File: src/rtl/prod_accum_stage.sv
// Product accumulator: sums unsigned products into groups of LEN (or fewer on flush), one result per group.
// Latency: result is registered one cycle after the closing accept or flush.
// Backpressure: prod_ready = ~sum_valid | sum_ready; all state is frozen while a result waits (HOLD).
// Optional: define PROD_ACCUM_SAT_EN to saturate the accumulator on carry instead of wrapping.
module prod_accum_stage #(
    parameter int PROD_W = 18,
    parameter int ACC_W  = 36,
    parameter int LEN    = 8,
    parameter int CNT_W  = 4
) (
    input  logic              clock,
    input  logic              reset,
    input  logic [PROD_W-1:0] prod_in,
    input  logic              prod_valid,
    output logic              prod_ready,
    input  logic              flush,
    output logic [ACC_W-1:0]  sum_out,
    output logic [CNT_W-1:0]  cnt_out,
    output logic              ovf_out,
    output logic              sum_valid,
    input  logic              sum_ready
);

    localparam logic [CNT_W-1:0] LEN_C = CNT_W'(LEN);

    logic [ACC_W-1:0] acc;
    logic [CNT_W-1:0] cnt;
    logic             sticky;

    logic             accept;
    logic [ACC_W:0]   add_term;
    logic [ACC_W:0]   sum_ext;
    logic             carry;
    logic [ACC_W-1:0] nxt;
    logic [CNT_W-1:0] cnt_inc;
    logic             close_full;
    logic             close_flush;
    logic             close_grp;

    // Handshake, next accumulator value and group-close decision.
    always_comb begin
        prod_ready  = ~sum_valid | sum_ready;
        accept      = prod_valid & prod_ready;
        add_term    = '0;
        if (accept) begin
            add_term = {{(ACC_W + 1 - PROD_W){1'b0}}, prod_in};
        end
        sum_ext     = {1'b0, acc} + add_term;
        carry       = sum_ext[ACC_W];
`ifdef PROD_ACCUM_SAT_EN
        // Once saturated, any further nonzero product carries again, so the
        // accumulator stays pinned at all-ones for the rest of the group.
        nxt         = carry ? {ACC_W{1'b1}} : sum_ext[ACC_W-1:0];
`else
        nxt         = sum_ext[ACC_W-1:0];
`endif
        cnt_inc     = cnt + CNT_W'(accept);
        close_full  = accept & (cnt_inc == LEN_C);
        close_flush = flush & prod_ready & (cnt_inc != '0);
        close_grp   = close_full | close_flush;
    end

    // Accumulator, counter and sticky overflow for the group in progress.
    always_ff @(posedge clock) begin
        if (reset) begin
            acc    <= '0;
            cnt    <= '0;
            sticky <= 1'b0;
        end else if (close_grp) begin
            acc    <= '0;
            cnt    <= '0;
            sticky <= 1'b0;
        end else if (accept) begin
            acc    <= nxt;
            cnt    <= cnt_inc;
            sticky <= sticky | carry;
        end
    end

    // Result register: loaded on group close, released when the sink takes it.
    always_ff @(posedge clock) begin
        if (reset) begin
            sum_out   <= '0;
            cnt_out   <= '0;
            ovf_out   <= 1'b0;
            sum_valid <= 1'b0;
        end else if (close_grp) begin
            sum_out   <= nxt;
            cnt_out   <= cnt_inc;
            ovf_out   <= sticky | carry;
            sum_valid <= 1'b1;
        end else if (sum_valid & sum_ready) begin
            sum_valid <= 1'b0;
        end
    end

endmodule

File: config.mk
export PLATFORM = sky130hd
export DESIGN_NAME = prod_accum_stage
export DESIGN_NICKNAME = d
export VERILOG_FILES = /design/src/rtl/prod_accum_stage.sv
export SDC_FILE = /design/constraint.sdc
export NUM_CORES = 1
export LEC_CHECK = 0
export ABC_CLOCK_PERIOD_IN_PS = 3300
export BUFFER_PORTS_ARGS = -buffer_cell sky130_fd_sc_hd__buf_2
export CORE_MARGIN = 4
export CORE_UTILIZATION = 45
export DETAILED_ROUTE_END_ITERATION = 10
export HOLD_SLACK_MARGIN = 0.12
export PLACE_DENSITY = 0.67
export SETUP_SLACK_MARGIN = 0.5
export SYNTH_ARGS = -nofsm -noshare
export SYNTH_HDL_FRONTEND = slang
export SYNTH_SLANG_ARGS = --single-unit
File: constraint.sdc
create_clock -name clock -period 3.3 [get_ports clock]
set_clock_uncertainty 0.05 [all_clocks]
set_input_delay 0.495 -clock clock [delete_from_list [all_inputs] [get_ports clock]]
set_output_delay 0.495 -clock clock [all_outputs]
set_load 0.01 [all_outputs]
==> flow_summary.toml, run 1 <==
[detailed_routing]
viasPerCell = 6.16
final_antenna_net_count = 0
dr.pass1.iters = 5
drt-initial-drc-count = 347
num_vias = 5442
routed_wl_mm = 17.4
wl_per_cell_um = 19.7
drc = 0

[clocking]
cts.path.max_buffers = 2
clk_latency_ps = 380
numClockSinks = 83
cts_tree = "done"
root_buffer = "clkbuf_8"
clk_pin_slew_worst_paths_ps = 80
cts_made_buffers = 9
ctsHoldBuffers = 0
h-tree-depth = 3

[place]
place.gp.congestion = 0.955
dp_hpwl_mm = 11.1
numPortBuffers = 65
placed_cell_area_um2 = 5820

[power_and_ir_drop]
p_leak_nw = 2.56
finalPower_w = 0.00249
ir_drop_v = 0.000212
powerDensity_nw_per_um2 = 362

[logic_synthesis]
ys_types = 64
synth_seq_cells = 83
syn_nets = 672
postSynthAreaPerCell_um2 = 7.99
postSynthCellCount = 628
syn_area_um2 = 5020
synth_warnings = 0
synth_edf_count = 0
ys_async_sr_fraction_pct = 0
ys_seq_area_share_pct = 33.1
synth-main-ff-cell = "dfxtp_1"

[timing]
hold_viol = 0
slew_violations = 0
fmax_ghz = 0.339
rsz0062_at_grt = "true"
setup_viol = 0
fin_crit_sh_pct = 89.4
tns_ps = 0
tightest_slew_ps = 583
holdWs_ps = 404
relSlewSlack_pct = 61.1
finalCriticalPeriod_ps = 2950

[global_route]
grt_overflow = 0
antenna_found_initial = 0
track_usage_pct = 26.1
grt_pass1_vias = 5237
grt_pass1_wl_mm = 27.0
grt_max_degree = 43

[layout]
drive_gt1_share_pct = 35.9
area_growth_pct = 37.5
nets = 782
finish.instance_area_um2 = 6900
n_antenna_cell = 0

[critical_path]
setup.worst_path.end_class = "register"
worstRegToRegCells = 12
worstPathMaxFanout = 9
critPathKind = "register to register"
startpoint_type = "register"
crit_required_ps = 3560
r2r-start = "sum_valid"
crit_arrival_ps = 3210
cp-startpoint = "sum_valid"

[floorplanning]
dieArea_um2 = 12900
rows = 38
start_util_pct = 46.1
core_area_um2 = 10900
die_h_um = 114
boundaryPins = 66
die_width_um = 114

[flow_run]
cap_violations = 0

[status]
status = "completed"

[hold_path]
worst_hold_path_type = "register to register"
whs_path_depth = 2
hp-start = "sum_out[0]"
-- where the power goes --
part	internal (W)	total (W)	switching, W
registers	0.00105	0.00109	0.0000360
logic	0.000304	0.000712	0.000408
clock network	0.000298	0.000693	0.000395
total	0.00166	0.00249	0.000838
-- state kept, by name (all words and copies together) (netlist names) --
name       count
cnt            4
sum_valid      1
sum_out       36
ovf_out        1
cnt_out        4
acc           36
sticky         1
-- cells in the final DEF, fill, tap and decap left out, drive strengths merged, types with 9 or more instances in the layout --
cell type,Yosys,routed
a21o,10,10
a21oi,51,51
a31oi,15,15
and3,26,26
buf,27,144
clkbuf,21,15
dfxtp,83,83
ha,20,20
inv,10,10
nand2,80,80
nand3,34,34
nand4,9,9
nor2,28,29
nor3,12,12
o211ai,10,10
o21ai,34,34
or3,14,14
or4,11,11
xnor2,14,14
-- critical path, cell delays in order (launching register included) --
cell and delay (ps):
dfxtp_2 340, nor2b_4 230, clkinvlp_4 190, and3_4 220
ha_4 280, and3_1 150, a221o_2 210, a31oi_4 110
a21o_4 250, buf_12 140, buf_6 130, or4_4 500
o21ai_1 80
-- logic make-up after synthesis --
logic type,Yosys count,synth area share [%]
buffers and inverters,58,5.29
xor gates and xnor gates,22,3.84
AOI/OAI and AO/OA,191,25.7
adders and majority gates,21,5.39
DFF,83,33.1
and+or+nand+nor,245,25.0
muxes,8,1.62
-- stage by stage --
step | std cells | utilization (%) | setup WS (ps)
global route | 883 | 63.4 | 269
floorplan | 628 | - | 259
global placement | 818 | 53.4 | 130
detailed placement | 818 | 53.4 | 65.9
CTS | 856 | 58.6 | 406
finish | 883 | 63.4 | 349
-- area by class of cell --
cell class	instances	area, µm²
repair buffers	144	1030
well taps	140	175
repair inverters	1	7.51
flip-flops and latches	83	1660
inverters	10	40.0
clock buffers	15	156
clock inverters	1	8.76
multi-input cells	489	3810
fillers	940	3990
-- final timing paths --
kind | endpoint | slack [ps]
worst min register to register | sum_out[0] | 400
worst min-delay path | sum_out[0] | 400
worst max-delay path | ovf_out | 350
worst max register to register | ovf_out | 350
-- Yosys cell counts (all sizes together) (8+ instances only) --
cell    instances  area share [%]
a21o           10             1.5
buf            27             2.9
nor3           12             1.4
ha             20             5.0
and2            8             1.0
a31oi          15             2.2
inv            10            0.75
dfxtp          83              33
or3            14             1.7
nor4            8             1.0
clkbuf         21             1.6
nand2          80             6.0
and3           26             3.2
xor2            8             1.4
xnor2          14             2.4
nand3          34             3.4
o21ai          34             3.4
nor2           28             2.1
o211ai         10             1.5
nand4           9             1.2
or4            11             1.6
a21oi          51             5.1
-- repair_timing --
action,4_1_cts,5_1_grt
buffers inserted,18,26
pin swaps,34,49
setup endpoints to repair,42,69
gates cloned,4,1
resized for setup,37,68
-- metal layers --
| layer | routed length, µm | up-vias | share of wire (%) | global-route usage (%) |
|---|---|---|---|---|
| li1 | - | 2564 | - | - |
| met1 | 7190 | 2624 | 41 | 33.1 |
| met2 | 8690 | 200 | 50 | 44.2 |
| met3 | 1010 | 54 | 5.8 | 4.83 |
| met4 | 503 | 0 | 2.9 | 9.21 |
| met5 | 0 | - | 0 | 0 |
No activity file was read; power rests on OpenSTA's default activity.
==> inputs of run 2 (changes only) <==
Settings changed: RECOVER_POWER set to 100.
==> flow_summary.toml, run 2 (synthesis results as in run 1) <==
[place]
pre_cts_ws_ps = 65.9
place_inst = 818
dp_hpwl_mm = 11.1
place.gp.congestion = 0.955
numPortBuffers = 65

[detailed_routing]
drc = 0
highest_layer = "met4"
final_antenna_net_count = 0
wl_met2_mm = 8.69
routed-wl-met3_um = 962
dr.pass1.iters = 6
num_vias = 5410
wl_per_cell_um = 19.6
viasPerCell = 6.13
detail_route.wirelength.met1_mm = 7.17
drt-initial-drc-count = 411
routed_wl_mm = 17.3

[critical_path]
startpoint_type = "register"
crit_arrival_ps = 3310
cp-startpoint = "sum_valid"
rrSetupSlack_ps = 260
worstSetupEndpoint = "sum_out[11]"
critPathKind = "register to register"
r2r-start = "sum_valid"
worstRegToRegCells = 12
rr_endpoint = "sum_out[11]"
setup.worst_path.end_class = "register"
worstPathMaxFanout = 12
crit_required_ps = 3570

[timing]
slew_violations = 0
fin_crit_sh_pct = 92.1
hold_viol = 0
setup_viol = 0
holdWs_ps = 402
tns_ps = 0
relSlewSlack_pct = 51.5
rsz0062_at_grt = "true"
fmax_ghz = 0.329
setup_ws_ps = 260
finalCriticalPeriod_ps = 3040
tightest_slew_ps = 727

[global_route]
track_usage_pct = 26.1
grt_pass1_vias = 5237
grt_max_degree = 43
grt_pass1_wl_mm = 27.0
grt_overflow = 0
antenna_found_initial = 0

[clocking]
cts.path.max_buffers = 2
clk_pin_slew_worst_paths_ps = 80
clk_latency_ps = 380
cts_made_buffers = 9
numClockSinks = 83
cts_tree = "done"
root_buffer = "clkbuf_8"
h-tree-depth = 3

[floorplanning]
rows = 38
die_width_um = 114
dieArea_um2 = 12900
start_util_pct = 46.1
boundaryPins = 66
die_h_um = 114
core_area_um2 = 10900

[status]
status = "completed"

[power_and_ir_drop]
ir_drop_v = 0.000210
p_leak_nw = 2.36
powerDensity_nw_per_um2 = 364

[layout]
nets = 782
largestRegisters = "acc: 36 flops, sum_out: 36 flops"
final_cells = 883
n_antenna_cell = 0
area_growth_pct = 35.0
drive_gt1_share_pct = 29.2
layout_common_cells = "dfxtp_1 (83), nand2_1 (77), buf_4 (62)"
final_common_cell = "dfxtp_1"

[hold_path]
worst_hold_path_type = "register to register"
whs_path_depth = 2

[flow_run]
cap_violations = 0
[run 2: cell count changes in the layout (fill, tap and decap cells not counted), moves of 2 or more]
cell | before | now
buf_2 | 65 | 24
buf_4 | 66 | 62
clkbuf_1 | 5 | 49
clkbuf_2 | 0 | 2
o21ai_0 | 18 | 20
o21ai_1 | 12 | 10
[run 2: worst max-delay path: stages, from the launching register on]
cell      delay (ps)
dfxtp_1          350
nor2b_4          240
inv_4             80
nand2_2           90
inv_2             40
ha_2             190
ha_4             160
xnor2_1          370
and2_4           300
a211oi_4          90
clkbuf_2         180
nor2_2           600
a22o_1           250
[run 2: cell type report]
cell class	instances	area, µm²
repair buffers	144	963
flip-flops and latches	83	1660
repair inverters	1	7.51
inverters	10	40.0
multi-input cells	489	3760
fillers	973	4120
well taps	140	175
clock buffers	15	156
clock inverters	1	8.76
[run 2: repair_timing]
item | in CTS | in global routing
setup buffers | 18 | 26
pin swaps | 34 | 49
hold buffers | 0 | 0
endpoints found under the setup margin | 42 | 69
cloned | 4 | 1
gates resized for setup | 37 | 68
[run 2: layer usage]
| layer | up-vias | track usage, % |
|---|---|---|
| met1 | 2626 | 33.1 |
| met2 | 165 | 44.2 |
| li1 | 2566 | - |
| met3 | 53 | 4.83 |
| met5 | - | 0 |
| met4 | 0 | 9.21 |
[run 2: how the worst min path moves through the flow]
| stage | slack (ps) | startpoint | endpoint |
|---|---|---|---|
| floorplan | 380 | sticky | sticky |
| global placement | 390 | sum_out[17] | sum_out[17] |
| detailed placement | 390 | sum_out[17] | sum_out[17] |
| CTS | 410 | sum_out[0] | sum_out[0] |
| global route | 440 | sum_out[4] | sum_out[4] |
| finish | 400 | sum_out[17] | sum_out[17] |
[run 2: metrics by stage]
step | total power (W) | util [%] | instance area [µm²]
2_1_floorplan | 0.00148 | - | 5340
3_3_place_gp | 0.00165 | 53.4 | 5820
3_5_place_dp | 0.00166 | 53.4 | 5820
4_1_cts | 0.00240 | 58.6 | 6380
5_1_grt | 0.00258 | 62.2 | 6770
6_report | 0.00247 | 62.2 | 6770
[run 2: report_power, final]
group          internal, W  switching (W)  total, W
sequential         0.00105      0.0000366   0.00109
clock             0.000298       0.000390  0.000688
combinational     0.000286       0.000403  0.000689
total              0.00164       0.000830   0.00247
==> inputs of run 3 (changes only) <==
--- a/config.mk
+++ b/config.mk
@@ -11,2 +11,3 @@
 export CORE_UTILIZATION = 45
+export CTS_CLUSTER_SIZE = 12
 export DETAILED_ROUTE_END_ITERATION = 10
@@ -16,2 +17,3 @@
 export SETUP_SLACK_MARGIN = 0.5
+export SLEW_MARGIN = 20
 export SYNTH_ARGS = -nofsm -noshare
==> constraint.sdc (replaced) <==
create_clock -name clock -period 3.3 [get_ports clock]
set_clock_uncertainty 0.05 [all_clocks]
set_input_delay 0.33 -clock clock [delete_from_list [all_inputs] [get_ports clock]]
set_output_delay 0.33 -clock clock [all_outputs]
set_load 0.01 [all_outputs]
==> flow_summary.toml, run 3 (synthesis results as in run 1) <==
[status]
status = "completed"

[layout]
drive_gt1_share_pct = 22.2
area_growth_pct = 26.7
utilization_pct = 58.4
nets = 755
final_common_cell = "dfxtp_1"
largestRegisters = "acc: 36 flops, sum_out: 36 flops"
n_antenna_cell = 0
final_cells = 856
layout_common_cells = "dfxtp_1 (83), nand2_1 (79), clkbuf_1 (52)"

[detailed_routing]
routed_wl_mm = 16.1
drt-initial-drc-count = 339
num_vias = 5208
final_antenna_net_count = 0
viasPerCell = 6.08
dr.pass1.iters = 5
drc = 0
wl_per_cell_um = 18.9

[critical_path]
r2r-start = "sum_valid"
cp_slowest_stage_delay_ps = 460
crit_chain = "nor2b_4 -> inv_4 -> clkbuf_1 -> and3_1 -> ha_1 -> a21o_1 -> a221o_2 -> a31oi_4 -> clkbuf_4 -> o21ai_2 -> xor2_1 -> a22o_1"
cp_num_buf_inv = 3
rr_endpoint = "sum_out[14]"
startpoint_type = "register"
worstRegToRegCells = 12
crit_arrival_ps = 3230
cp_top_family = "compound AO/OA/AOI/OAI gates"
crit_required_ps = 3530
critPathKind = "register to register"
rrSetupSlack_ps = 300
setup.worst_path.end_class = "register"
worstPathMaxFanout = 10
crit_path_top_delay_cell = "a221o_2"

[timing]
fin_crit_sh_pct = 91.0
relSlewSlack_pct = 49.4
hold_viol = 0
tightest_slew_ps = 757
tns_ps = 0
slew_violations = 0
fmax_ghz = 0.333
rsz0062_at_grt = "true"
finalCriticalPeriod_ps = 3000
setup_viol = 0

[floorplanning]
boundaryPins = 66
die_h_um = 114
rows = 38
core_area_um2 = 10900
die_width_um = 114
start_util_pct = 46.1
dieArea_um2 = 12900

[hold_path]
whs_endpoint = "sum_valid"
whs_path_depth = 4
hp-start = "sum_ready"
worst_hold_path_type = "input port to register"

[place]
place_inst = 807
numPortBuffers = 65
place.gp.congestion = 0.924
dp_hpwl_mm = 10.8

[flow_run]
cap_violations = 0

[global_route]
antenna_found_initial = 0
grt_overflow = 0
track_usage_pct = 24.6
grt_pass1_wl_mm = 25.5
grt_max_degree = 43
grt_pass1_vias = 5110

[power_and_ir_drop]
p_leak_nw = 2.17
powerDensity_nw_per_um2 = 383
ir_drop_v = 0.000277

[clocking]
cts_made_buffers = 9
numClockSinks = 83
cts.path.max_buffers = 2
root_buffer = "clkbuf_8"
ctsHoldBuffers = 0
clk_pin_slew_worst_paths_ps = 80
cts_tree = "done"
h-tree-depth = 3
clk_latency_ps = 390
run 3: cell types whose count changed in the layout (fill, tap and decap cells not counted), sizes merged, moves of 2 or more:
cell / before / now
buf: 98 / 64
a21o: 10 / 12
clkinv: 1 / 4
clkbuf: 61 / 65
run 3: worst register-to-register path, cell delays in order (launching register included):
cell and delay (ps):
dfxtp_1 330, nor2b_4 170, inv_4 80, clkbuf_1 130, and3_1 190, ha_1 360, a21o_1 220, a221o_2 460
a31oi_4 300, clkbuf_4 210, o21ai_2 60, xor2_1 160, a22o_1 200
run 3: power breakdown:
group	switching (W)	total [W]	internal (W)	leakage [nW]
clock network	0.000393	0.000741	0.000348	0.0971
logic	0.000370	0.000606	0.000236	1.40
registers	0.0000351	0.00109	0.00105	0.673
total	0.000798	0.00243	0.00164	2.17
run 3: worst max-delay path by stage:
stage	start	to	slack (ps)	depth (start not counted)
floorplan	sum_valid	sum_out[16]	370	12
global placement	sum_ready	sum_out[20]	40	12
detailed placement	sum_ready	sum_out[20]	40	12
CTS	sum_valid	acc[28]	440	12
global route	sum_valid	sum_out[14]	170	12
finish	sum_valid	sum_out[14]	300	12
run 3: final cells by class:
cell class / count / area (µm²)
clock buffers: 11 / 131
multi-input cells: 489 / 3650
well taps: 140 / 175
repair buffers: 118 / 646
inverters: 10 / 40.0
flip-flops and latches: 83 / 1660
clock inverters: 5 / 53.8
fillers: 995 / 4530
run 3: per-stage QoR:
stage	worst slack (ps)	hold slack [ps]	instance area, µm²	total power, W
2_1_floorplan	373	376	5260	0.00147
3_5_place_dp	37.5	393	5670	0.00164
5_1_grt	169	274	6350	0.00254
6_report	296	269	6350	0.00243
3_3_place_gp	38.9	384	5670	0.00163
4_1_cts	442	242	6210	0.00242
run 3: repair_timing:
action | 4_1_cts | 5_1_grt
setup buffers | 12 | 19
cloned | 2 | 0
setup endpoints to repair | 51 | 55
endpoints found under the hold margin | 0 | 0
resized for setup | 44 | 34
pin swaps | 16 | 23
run 3: routing by layer:
layer	routed length (µm)	vias up	global-route usage (%)
li1	-	2527	-
met1	7100	2486	31.3
met2	7890	160	41.6
met3	750	35	3.61
met4	399	0	10.3
met5	0	-	0
